**src/rtl/etb_tim_trig_route.sv**
```systemverilog
// ----------------------------------------------------------------------------
// etb_tim_trig_route
// Event-trigger routing stage in front of the timer block. Four APB-programmed
// channels each map one source trigger edge (or a software trigger) to a
// one-cycle start (trig_en_on) or stop (trig_en_off) pulse on one of four
// destinations. Pending/collision status is W1C and drives a level interrupt.
// ----------------------------------------------------------------------------
module etb_tim_trig_route #(
  parameter int NUM_SRC  = 8,
  parameter int SYNC_SRC = 0
) (
  input  logic               pclk,
  input  logic               preset,
  input  logic               psel,
  input  logic               penable,
  input  logic               pwrite,
  input  logic [31:0]        paddr,
  input  logic [31:0]        pwdata,
  output logic [31:0]        prdata,
  input  logic [NUM_SRC-1:0] src_trig,
  output logic [3:0]         trig_en_on,
  output logic [3:0]         trig_en_off,
  output logic               intr
);

  // Register word index (paddr[5:2])
  localparam logic [3:0] ADDR_CH0  = 4'd0;
  localparam logic [3:0] ADDR_CH1  = 4'd1;
  localparam logic [3:0] ADDR_CH2  = 4'd2;
  localparam logic [3:0] ADDR_CH3  = 4'd3;
  localparam logic [3:0] ADDR_SOFT = 4'd4;
  localparam logic [3:0] ADDR_STAT = 4'd5;

  // Pack the stored channel fields into their register layout; all other
  // bits read as zero.
  function automatic logic [31:0] f_pack_cfg(
    input logic       en,
    input logic       mode,
    input logic [2:0] src,
    input logic [1:0] dst,
    input logic       ien
  );
    logic [31:0] v;
    v        = 32'h0000_0000;
    v[0]     = en;
    v[1]     = mode;
    v[6:4]   = src;
    v[9:8]   = dst;
    v[16]    = ien;
    return v;
  endfunction

  // ---------------------------------------------------------------------------
  // Channel configuration and status state
  // ---------------------------------------------------------------------------
  logic       r_en   [4];
  logic       r_mode [4];
  logic [2:0] r_src  [4];
  logic [1:0] r_dst  [4];
  logic       r_ien  [4];
  logic [3:0] r_pend;
  logic [3:0] r_coll;
  logic [NUM_SRC-1:0] r_src_q;

  // ---------------------------------------------------------------------------
  // APB decode
  // ---------------------------------------------------------------------------
  logic       w_wr;
  logic [3:0] w_idx;
  logic [3:0] w_cfg_we;
  logic [3:0] w_soft;
  logic [3:0] w_w1c_pend;
  logic [3:0] w_w1c_coll;
  logic       w_unused;

  assign w_wr     = psel & penable & pwrite;
  assign w_idx    = paddr[5:2];
  // Address bits outside the decoded window carry no meaning here.
  assign w_unused = ^{paddr[31:6], paddr[1:0]};

  // Decode a committed write into per-register strobes
  always_comb begin
    w_cfg_we   = 4'b0000;
    w_soft     = 4'b0000;
    w_w1c_pend = 4'b0000;
    w_w1c_coll = 4'b0000;
    if (w_wr) begin
      case (w_idx)
        ADDR_CH0, ADDR_CH1, ADDR_CH2, ADDR_CH3: w_cfg_we[w_idx[1:0]] = 1'b1;
        ADDR_SOFT: w_soft = pwdata[3:0];
        ADDR_STAT: begin
          w_w1c_pend = pwdata[3:0];
          w_w1c_coll = pwdata[11:8];
        end
        default: w_cfg_we = 4'b0000;
      endcase
    end else begin
      w_cfg_we = 4'b0000;
    end
  end

  // ---------------------------------------------------------------------------
  // Source conditioning and edge detection
  // ---------------------------------------------------------------------------
  logic [NUM_SRC-1:0] w_src;
  logic [NUM_SRC-1:0] w_edge;
  logic [7:0]         w_edge8;

  generate
    if (SYNC_SRC != 0) begin : g_sync
      logic [NUM_SRC-1:0] r_sync1;
      logic [NUM_SRC-1:0] r_sync2;
      // Two-flop synchronizer for sources from other clock domains
      always_ff @(posedge pclk or posedge preset) begin
        if (preset) begin
          r_sync1 <= '0;
          r_sync2 <= '0;
        end else begin
          r_sync1 <= src_trig;
          r_sync2 <= r_sync1;
        end
      end
      assign w_src = r_sync2;
    end else begin : g_nosync
      assign w_src = src_trig;
    end
  endgenerate

  // Edge history: a held level fires only on its first cycle
  always_ff @(posedge pclk or posedge preset) begin
    if (preset) begin
      r_src_q <= '0;
    end else begin
      r_src_q <= w_src;
    end
  end

  assign w_edge = w_src & ~r_src_q;

  // Widen to 8 so any src_sel can index; selects past NUM_SRC never fire.
  generate
    for (genvar g = 0; g < 8; g++) begin : g_edge8
      if (g < NUM_SRC) begin : g_real
        assign w_edge8[g] = w_edge[g];
      end else begin : g_zero
        assign w_edge8[g] = 1'b0;
      end
    end
  endgenerate

  // ---------------------------------------------------------------------------
  // Channel firing and destination merge
  // ---------------------------------------------------------------------------
  logic [3:0] w_fire;
  logic [3:0] w_on_req;
  logic [3:0] w_off_req;
  logic [3:0] w_coll_set;
  logic [3:0] w_ien_vec;

  // Fire using the configuration held before this edge; merge per destination
  always_comb begin
    w_fire     = 4'b0000;
    w_on_req   = 4'b0000;
    w_off_req  = 4'b0000;
    w_coll_set = 4'b0000;
    w_ien_vec  = 4'b0000;
    for (int n = 0; n < 4; n++) begin
      w_fire[n]    = r_en[n] & (w_edge8[r_src[n]] | w_soft[n]);
      w_ien_vec[n] = r_ien[n];
    end
    for (int d = 0; d < 4; d++) begin
      for (int n = 0; n < 4; n++) begin
        w_on_req[d]  = w_on_req[d]  | (w_fire[n] & ~r_mode[n] & (r_dst[n] == 2'(d)));
        w_off_req[d] = w_off_req[d] | (w_fire[n] &  r_mode[n] & (r_dst[n] == 2'(d)));
      end
    end
    // An on-request loses to an off-request on the same destination
    for (int n = 0; n < 4; n++) begin
      w_coll_set[n] = w_fire[n] & ~r_mode[n] & w_off_req[r_dst[n]];
    end
  end

  // ---------------------------------------------------------------------------
  // Sequential state
  // ---------------------------------------------------------------------------

  // Channel configuration registers, loaded from APB writes
  always_ff @(posedge pclk or posedge preset) begin
    if (preset) begin
      for (int n = 0; n < 4; n++) begin
        r_en[n]   <= 1'b0;
        r_mode[n] <= 1'b0;
        r_src[n]  <= 3'd0;
        r_dst[n]  <= 2'd0;
        r_ien[n]  <= 1'b0;
      end
    end else begin
      for (int n = 0; n < 4; n++) begin
        if (w_cfg_we[n]) begin
          r_en[n]   <= pwdata[0];
          r_mode[n] <= pwdata[1];
          r_src[n]  <= pwdata[6:4];
          r_dst[n]  <= pwdata[9:8];
          r_ien[n]  <= pwdata[16];
        end
      end
    end
  end

  // Pending/collision status: a new event beats a simultaneous W1C
  always_ff @(posedge pclk or posedge preset) begin
    if (preset) begin
      r_pend <= 4'b0000;
      r_coll <= 4'b0000;
    end else begin
      r_pend <= (r_pend & ~w_w1c_pend) | w_fire;
      r_coll <= (r_coll & ~w_w1c_coll) | w_coll_set;
    end
  end

  // Registered one-cycle destination pulses and interrupt level
  always_ff @(posedge pclk or posedge preset) begin
    if (preset) begin
      trig_en_on  <= 4'b0000;
      trig_en_off <= 4'b0000;
      intr        <= 1'b0;
    end else begin
      trig_en_on  <= w_on_req & ~w_off_req;
      trig_en_off <= w_off_req;
      intr        <= |(r_pend & w_ien_vec);
    end
  end

  // ---------------------------------------------------------------------------
  // APB read mux
  // ---------------------------------------------------------------------------
  logic [31:0] w_cfg_word [4];

  // Present each channel's stored fields in register layout
  always_comb begin
    for (int n = 0; n < 4; n++) begin
      w_cfg_word[n] = f_pack_cfg(r_en[n], r_mode[n], r_src[n], r_dst[n], r_ien[n]);
    end
  end

  // Combinational read data; SOFT_TRIG and unmapped addresses read zero
  always_comb begin
    prdata = 32'h0000_0000;
    if (psel & ~pwrite) begin
      case (w_idx)
        ADDR_CH0, ADDR_CH1, ADDR_CH2, ADDR_CH3: prdata = w_cfg_word[w_idx[1:0]];
        ADDR_STAT: prdata = {20'h0_0000, r_coll, 4'h0, r_pend};
        default:   prdata = 32'h0000_0000;
      endcase
    end else begin
      prdata = 32'h0000_0000;
    end
  end

endmodule

```
**config.mk**
```make
export PLATFORM = sky130hd
export DESIGN_NAME = etb_tim_trig_route
export DESIGN_NICKNAME = d
export VERILOG_FILES = /design/src/rtl/etb_tim_trig_route.sv
export SDC_FILE = /design/constraint.sdc
export NUM_CORES = 1
export LEC_CHECK = 0
export CORE_ASPECT_RATIO = 2
export CORE_UTILIZATION = 30
export CTS_BUF_LIST = sky130_fd_sc_hd__clkbuf_4 sky130_fd_sc_hd__clkbuf_8 sky130_fd_sc_hd__clkbuf_16
export DETAILED_ROUTE_END_ITERATION = 10
export PLACE_DENSITY = 0.66
export SLEW_MARGIN = 20
export SYNTH_ARGS = -nofsm -noshare
export SYNTH_HDL_FRONTEND = slang
export SYNTH_SLANG_ARGS = --single-unit
```
**constraint.sdc**
```tcl
create_clock -name pclk -period 2.8 [get_ports pclk]
set_clock_uncertainty 0.2 [all_clocks]
set_input_delay 0.56 -clock pclk [delete_from_list [all_inputs] [get_ports pclk]]
set_output_delay 0.56 -clock pclk [all_outputs]
set_load 0.02 [all_outputs]
```
### Word level (Yosys, flattened, before mapping)

Cells that the tools add are included.

| cells by class | value |
|---|---|
| $lt $le $gt $ge | 11 |
| equality and inequality tests | 17 |
| mux-type cells | 31 |
| bitwise logic cells | 96 |
| reduce and logical (&&, ||, !) cells | 8 |

Operator list:

| kind | number |
|---|---|
| $mux W32 | 3 |
| $bmux W32 S2 | 1 |
| $pmux W32 S2 | 1 |
| $and A1 B1 Y1 | 51 |
| $mux W4 | 8 |
| $or A1 B1 Y1 | 28 |
| $and A4 B4 Y4 | 4 |
| $eq A2 B2 Y1 const B | 8 |
| $lt A3 B4 Y1 const B | 4 |
| $lt A2 B3 Y1 const B | 5 |
| $bmux W1 S3 | 4 |
| $not A4 Y4 | 3 |
| $mux W1 | 9 |
| $and A8 B8 Y8 | 1 |
| $bmux W1 S2 | 4 |
| $eq A2 B1 Y1 const B | 4 |
| $eq A4 B2 Y1 const B | 2 |
| $eq A4 B3 Y1 const B | 2 |
| $logic_not A2 Y1 | 4 |
| $not A8 Y8 | 1 |
| $or A4 B4 Y4 | 2 |
| $reduce_or A4 Y1 | 2 |
| $not A1 Y1 | 5 |
| $eq A4 B1 Y1 const B | 1 |
| other kinds (6) | 6 |

| word-level totals | value |
|---|---|
| bits in registers | 57 |
| bits of input ports | 77 |
| logic and storage cells | 189 |

### Depth between registers and ports, before layout

| depth | value |
|---|---|
| word-level depth | 15 |
| gate-level depth with buffers | 9 |
| gate-level depth less buffers | 8 |

### Worst setup path after synthesis

OpenSTA, ideal clock, no wires.

| timing path | value |
|---|---|
| path type | in2out |
| start point | in paddr[2] |
| end point | out prdata[0] |
| data arrival time | 1972 ps |
| path slack | 68 ps |
| stages on the path | 6 |
| cell sequence | buf_2 > buf_1 > inv_1 > nor2_1 > nand3_1 > a21oi_1 |

| between the ends | value |
|---|---|
| cells in the longest elaborated chain, start to end | 6 |
| elaborated cells on any way between the ends | 12 |

Ends and longest elaborated chain:

| element | RTL line | source |
|---|---|---|
| start, declared | 17 | `input logic [31:0] paddr,` |
| $not A2 Y3 (implied by the code) | 251 | `ADDR_CH0, ADDR_CH1, ADDR_CH2, ADDR_CH3: prdata = w_cfg_word[w_idx[1:0]];` |
| $bmux W32 S2 | 251 |  |
| $mux W32 (implied by the code) (2 in a row) | 251 |  |
| $pmux W32 S2 (*) | 250 | `case (w_idx)` |
| $mux W32 (*) | 249 | `if (psel & ~pwrite) begin` |
| end, declared | 19 | `output logic [31:0] prdata,` |

Every way passes the cells marked *; elsewhere a longest branch is shown, timed or not. The select of a mux whose other input is x is not followed.

### Worst setup path after layout

| timing path | value |
|---|---|
| start point | in psel |
| end point | reg r_coll[2] |

| between the ends | value |
|---|---|
| cells in the longest elaborated chain, start to end | 14 |
| elaborated cells on any way between the ends | 51 |

Ends and longest elaborated chain:

| element | RTL line | source |
|---|---|---|
| start, declared | 14 | `input logic psel,` |
| $and A1 B1 Y1 (*) (2 in a row) | 76 | `assign w_wr = psel & penable & pwrite;` |
| $mux W4 | 87 | `if (w_wr) begin` |
| $or A1 B1 Y1 | 168 | `w_fire[n] = r_en[n] & (w_edge8[r_src[n]] \| w_soft[n]);` |
| $and A1 B1 Y1 | 168 |  |
| $and A1 B1 Y1 (2 in a row) | 174 | `w_off_req[d] = w_off_req[d] \| (w_fire[n] & r_mode[n] & (r_dst[n] == 2'(d)));` |
| $or A1 B1 Y1 (3 in a row) | 174 |  |
| $bmux W1 S2 | 179 | `w_coll_set[n] = w_fire[n] & ~r_mode[n] & w_off_req[r_dst[n]];` |
| $mux W1 (implied by the code) | 179 |  |
| $and A1 B1 Y1 | 179 |  |
| $or A4 B4 Y4 (*) | 217 | `r_coll <= (r_coll & ~w_w1c_coll) \| w_coll_set;` |
| end signal, assigned | 217 |  |
| end, declared | 62 | `logic [3:0] r_coll;` |

Marked as above.
A chain may end at the register's enable or synchronous reset.

==> impl_summary.log <==
INFO  metric status = finished, final reports clean
INFO  metric sort_of_element_at_the_end_of_the_critical_path = register
INFO  metric worst_setup_path_startpoint = psel
INFO  metric post-route-min-period = 2720 ps
INFO  metric global_route.overflow_total = 0
INFO  metric synth.lib_cells_used.distinct = 63
INFO  metric cap_viol_max_count = 0
INFO  metric ffs_w_async_s_r_synth = 100%
INFO  metric initial_core_utilization = 30.7%
INFO  metric cts.path.max_buffers = 2
INFO  metric final.setup.tns = 0 ps
INFO  metric holdWs = 180 ps
INFO  metric hp_class = in -> reg
INFO  metric combPwrFrac = 24.1%
INFO  metric switching_power = 843 uW
INFO  metric detailedRoute.firstIterationViolations = 198
INFO  metric avgSynthCellArea = 10.4 um2
INFO  metric synth_edf_count = 0
INFO  metric numCtsBuffers = 9
INFO  metric power.share.clock = 38.2%
INFO  metric layout.nets = 510
INFO  metric power.switching_fraction = 29.4%
INFO  metric synth_top_area_share = 41.4%
INFO  metric dominantRegCellSynth = sky130_fd_sc_hd__dfrtp_1
INFO  metric drv_slew = 0
INFO  metric synth_largest_area_cell = sky130_fd_sc_hd__dfrtp_1
INFO  metric grt_usage = 19.9%
INFO  metric setup_viol = 0
INFO  metric critical_path.top_delay_family = compound AO/OA/AOI/OAI gates
INFO  metric final_hold_viol_count = 0
INFO  metric numPortBuffers = 49
INFO  metric design.core.area = 11,200 um2
INFO  metric wl_per_cell = 18.8 um
INFO  metric first_global_vias = 3,191
INFO  metric drc = 0
INFO  metric worst-endpoint-required = 2810 ps
INFO  metric cp-start-kind = primary input
INFO  metric drt.antenna.violating_nets = 0
INFO  metric nFillCells = 1,066
INFO  metric cp_max_fo = 4
INFO  metric post_synth_main_area_contributors = sky130_fd_sc_hd__dfrtp_1 (41%), sky130_fd_sc_hd__mux2_2 (8.2%), sky130_fd_sc_hd__mux4_2 (7.8%), sky130_fd_sc_hd__nand2_1 (5.1%), sky130_fd_sc_hd__buf_4 (4.8%)
INFO  metric clock_insertion_delay_at_the_later_pin_of_the_skew_report = 330 ps
INFO  metric leading_cell_type_by_number_of_instances_after_synthesis = sky130_fd_sc_hd__dfrtp_1
INFO  metric worstReg2RegStart = r_src[10]
INFO  metric clkSlewWorstSetupHoldPaths = 50 ps
INFO  metric grt_max_degree = 58
INFO  metric buffering_stage_count_on_the_worst_path_with_inverters_included = 3
INFO  metric detailedRoute.firstPassIterationCount = 4
INFO  metric avgViaCountPerCell = 5.19
INFO  metric clock_tree_from_tritoncts = yes
INFO  metric synth_seq_cells = 57
INFO  metric data_arrival_at_the_endpoint_of_the_critical_path = 2720 ps
INFO  metric syn_area = 3450 um2
INFO  metric globalplace.congestion = 1.01
INFO  metric post_synth_most_frequent_cells = sky130_fd_sc_hd__dfrtp_1 (57), sky130_fd_sc_hd__nand2_1 (47), sky130_fd_sc_hd__mux2_2 (25)
INFO  metric diodes = 0
INFO  metric share_of_the_clock_period_used_by_the_worst_path_after_layout = 97.1%
INFO  metric leakage = 2.15 nW
INFO  metric total_power = 2.87 mW
INFO  metric syn_inst = 333
INFO  metric numClockSinks = 57
INFO  metric cts.htree.levels = 3
INFO  metric hpwlAfterDp = 8.56 mm
INFO  metric p_int = 2.02 mW
INFO  metric p_seq_share = 37.7%
INFO  metric standard_cell_row_count = 55
INFO  metric chipWidth = 77.8 um
INFO  metric area_delta_synth_final = 41.6%
INFO  metric die_area = 11,900 um2
INFO  metric seq_area_frac_synth = 41.4%
INFO  metric cts_hold_buffers = 0
INFO  metric synth.yosys.warnings = 0
INFO  metric pin_count = 118
INFO  metric worst-setup-path-type = in -> reg
INFO  metric final_layout_size_suffix_gt1_share = 36.6%
INFO  metric fp.dieH = 154 um
INFO  metric grt_pass1_wl = 17.4 mm
INFO  metric hold_start = src_trig[3]
INFO  metric power-per-cell-area = 587 nW/um2
INFO  metric dr_total_vias = 3,004
INFO  metric timing.critical_path.slowest_cell_delay = 480 ps
INFO  metric timing.critical_path.slowest_stage_cell = sky130_fd_sc_hd__o41ai_4
INFO  metric cp_cell_sequence = dlygate4sd2_1 > buf_4 > nand4b_4 > nor4_4 > o41ai_4 > buf_4 > or3b_4 > o32ai_4 > or3_4 > o211ai_1 > nand3_1
INFO  metric vdd_drop_max = 0.000304 V
INFO  metric grt_setup_unrepaired = no
INFO  metric fmax = 0.368 GHz
INFO  metric wirelength = 10.9 mm
INFO  metric clk_root_buffer_cell = sky130_fd_sc_hd__clkbuf_16
INFO  metric antenna_violations_before_repair = 0
INFO  metric path_common_cell = sky130_fd_sc_hd__buf_4
[power by group through the flow]
stage	logic [mW]	clock network (mW)	registers (mW)
floorplan	0.372	0	1.06
global placement	0.651	0	1.09
detailed placement	0.659	0	1.09
CTS	0.685	1.12	1.08
global route	0.743	1.17	1.09
finish	0.691	1.09	1.08
[layout make-up]
class | count | area, um2 | share of cell area [%]
Multi-Input combinational cell | 246 | 2010 | 41.3
Clock buffer | 12 | 260 | 5.33
Inverter | 14 | 52.6 | 1.08
Tap cell | 142 | 178 | 3.64
Clock inverter | 3 | 40.0 | 0.820
Sequential cell | 57 | 1430 | 29.2
Timing Repair Buffer | 105 | 908 | 18.6
[layer usage]
layer,track usage [%],wire length (um),share of wire [%]
met5,0,0,0
met4,14.9,705,6.5
met3,3.74,430,3.9
met2,37.1,6270,58
met1,18.7,3490,32
[state kept, by name (all words and copies together) (netlist names)]
signal,count
r_src_q,8
trig_en_on,4
intr,1
trig_en_off,4
r_mode,4
r_coll,4
r_src,12
r_dst,8
r_ien,4
r_en,4
r_pend,4
[worst paths after layout]
check                                  end  slack (ps)  cells after the start
max in group asynchronous         r_src[9]        1700                      3
worst max-delay path             r_coll[2]          80                     11
min in group asynchronous         r_dst[0]         380                      3
worst max register to register   r_coll[2]         150                      9
worst min register to register   r_coll[2]         300                      2
worst min-delay path            r_src_q[3]         180                      1
[worst reg2reg max path: cells and delay by family (launching register included)]
kind,cells,cell delay [ps]
compound gates,3,780
buf+inv,1,190
flops,1,490
simple gates,5,860
[per-stage QoR]
| step | util (%) | worst slack, ps | std cells | area, um2 |
|---|---|---|---|---|
| global route | 43.5 | 12.1 | 579 | 4880 |
| global placement | 39.4 | -673 | 563 | 4410 |
| finish | 43.5 | 81.0 | 579 | 4880 |
| detailed placement | 39.4 | -676 | 563 | 4410 |
| CTS | 42.9 | 0.0766 | 579 | 4820 |
| floorplan | - | 67.7 | 352 | 3520 |
[layout by cell type, fill, tap and decap left out, types with 3 or more instances in the layout]
| cell | instances |
|---|---|
| sky130_fd_sc_hd__o211ai_1 | 6 |
| sky130_fd_sc_hd__nand2_1 | 46 |
| sky130_fd_sc_hd__buf_6 | 5 |
| sky130_fd_sc_hd__buf_2 | 6 |
| sky130_fd_sc_hd__buf_4 | 55 |
| sky130_fd_sc_hd__dlymetal6s2s_1 | 5 |
| sky130_fd_sc_hd__dlygate4sd2_1 | 11 |
| sky130_fd_sc_hd__nand3_1 | 6 |
| sky130_fd_sc_hd__nor2b_1 | 4 |
| sky130_fd_sc_hd__a22oi_1 | 3 |
| sky130_fd_sc_hd__a31oi_1 | 3 |
| sky130_fd_sc_hd__mux4_2 | 12 |
| sky130_fd_sc_hd__nor3_1 | 6 |
| sky130_fd_sc_hd__or3_1 | 4 |
| sky130_fd_sc_hd__mux2_2 | 25 |
| sky130_fd_sc_hd__conb_1 | 20 |
| sky130_fd_sc_hd__nand2b_1 | 14 |
| sky130_fd_sc_hd__and2_4 | 3 |
| sky130_fd_sc_hd__and2_1 | 3 |
| sky130_fd_sc_hd__dfrtp_1 | 56 |
| sky130_fd_sc_hd__o21ai_0 | 9 |
| sky130_fd_sc_hd__inv_1 | 12 |
| sky130_fd_sc_hd__a21oi_1 | 7 |
| sky130_fd_sc_hd__clkdlybuf4s50_1 | 21 |
| sky130_fd_sc_hd__nor4_1 | 3 |
| sky130_fd_sc_hd__nand4b_1 | 3 |
| sky130_fd_sc_hd__nor2_1 | 6 |
| sky130_fd_sc_hd__nor3_2 | 4 |
| sky130_fd_sc_hd__clkbuf_16 | 9 |
[cell families (layout without fill, tap and decap cells)]
kind of cell | after synthesis | after routing | share of synthesized area [%]
AOI/OAI and AO/OA | 54 | 54 | 11.5
buffers and inverters | 49 | 134 | 7.80
DFF | 57 | 57 | 41.4
muxes | 40 | 40 | 17.0
other | 1 | 20 | 0.109
and+or+nand+nor | 132 | 132 | 22.2
[timing repair]
item | in CTS | in global routing
endpoints found under the setup margin | 23 | 8
resized for setup | 101 | 14
buffers inserted | 3 | 1
pin swaps | 11 | 10
(Power assumes the default switching activity.)
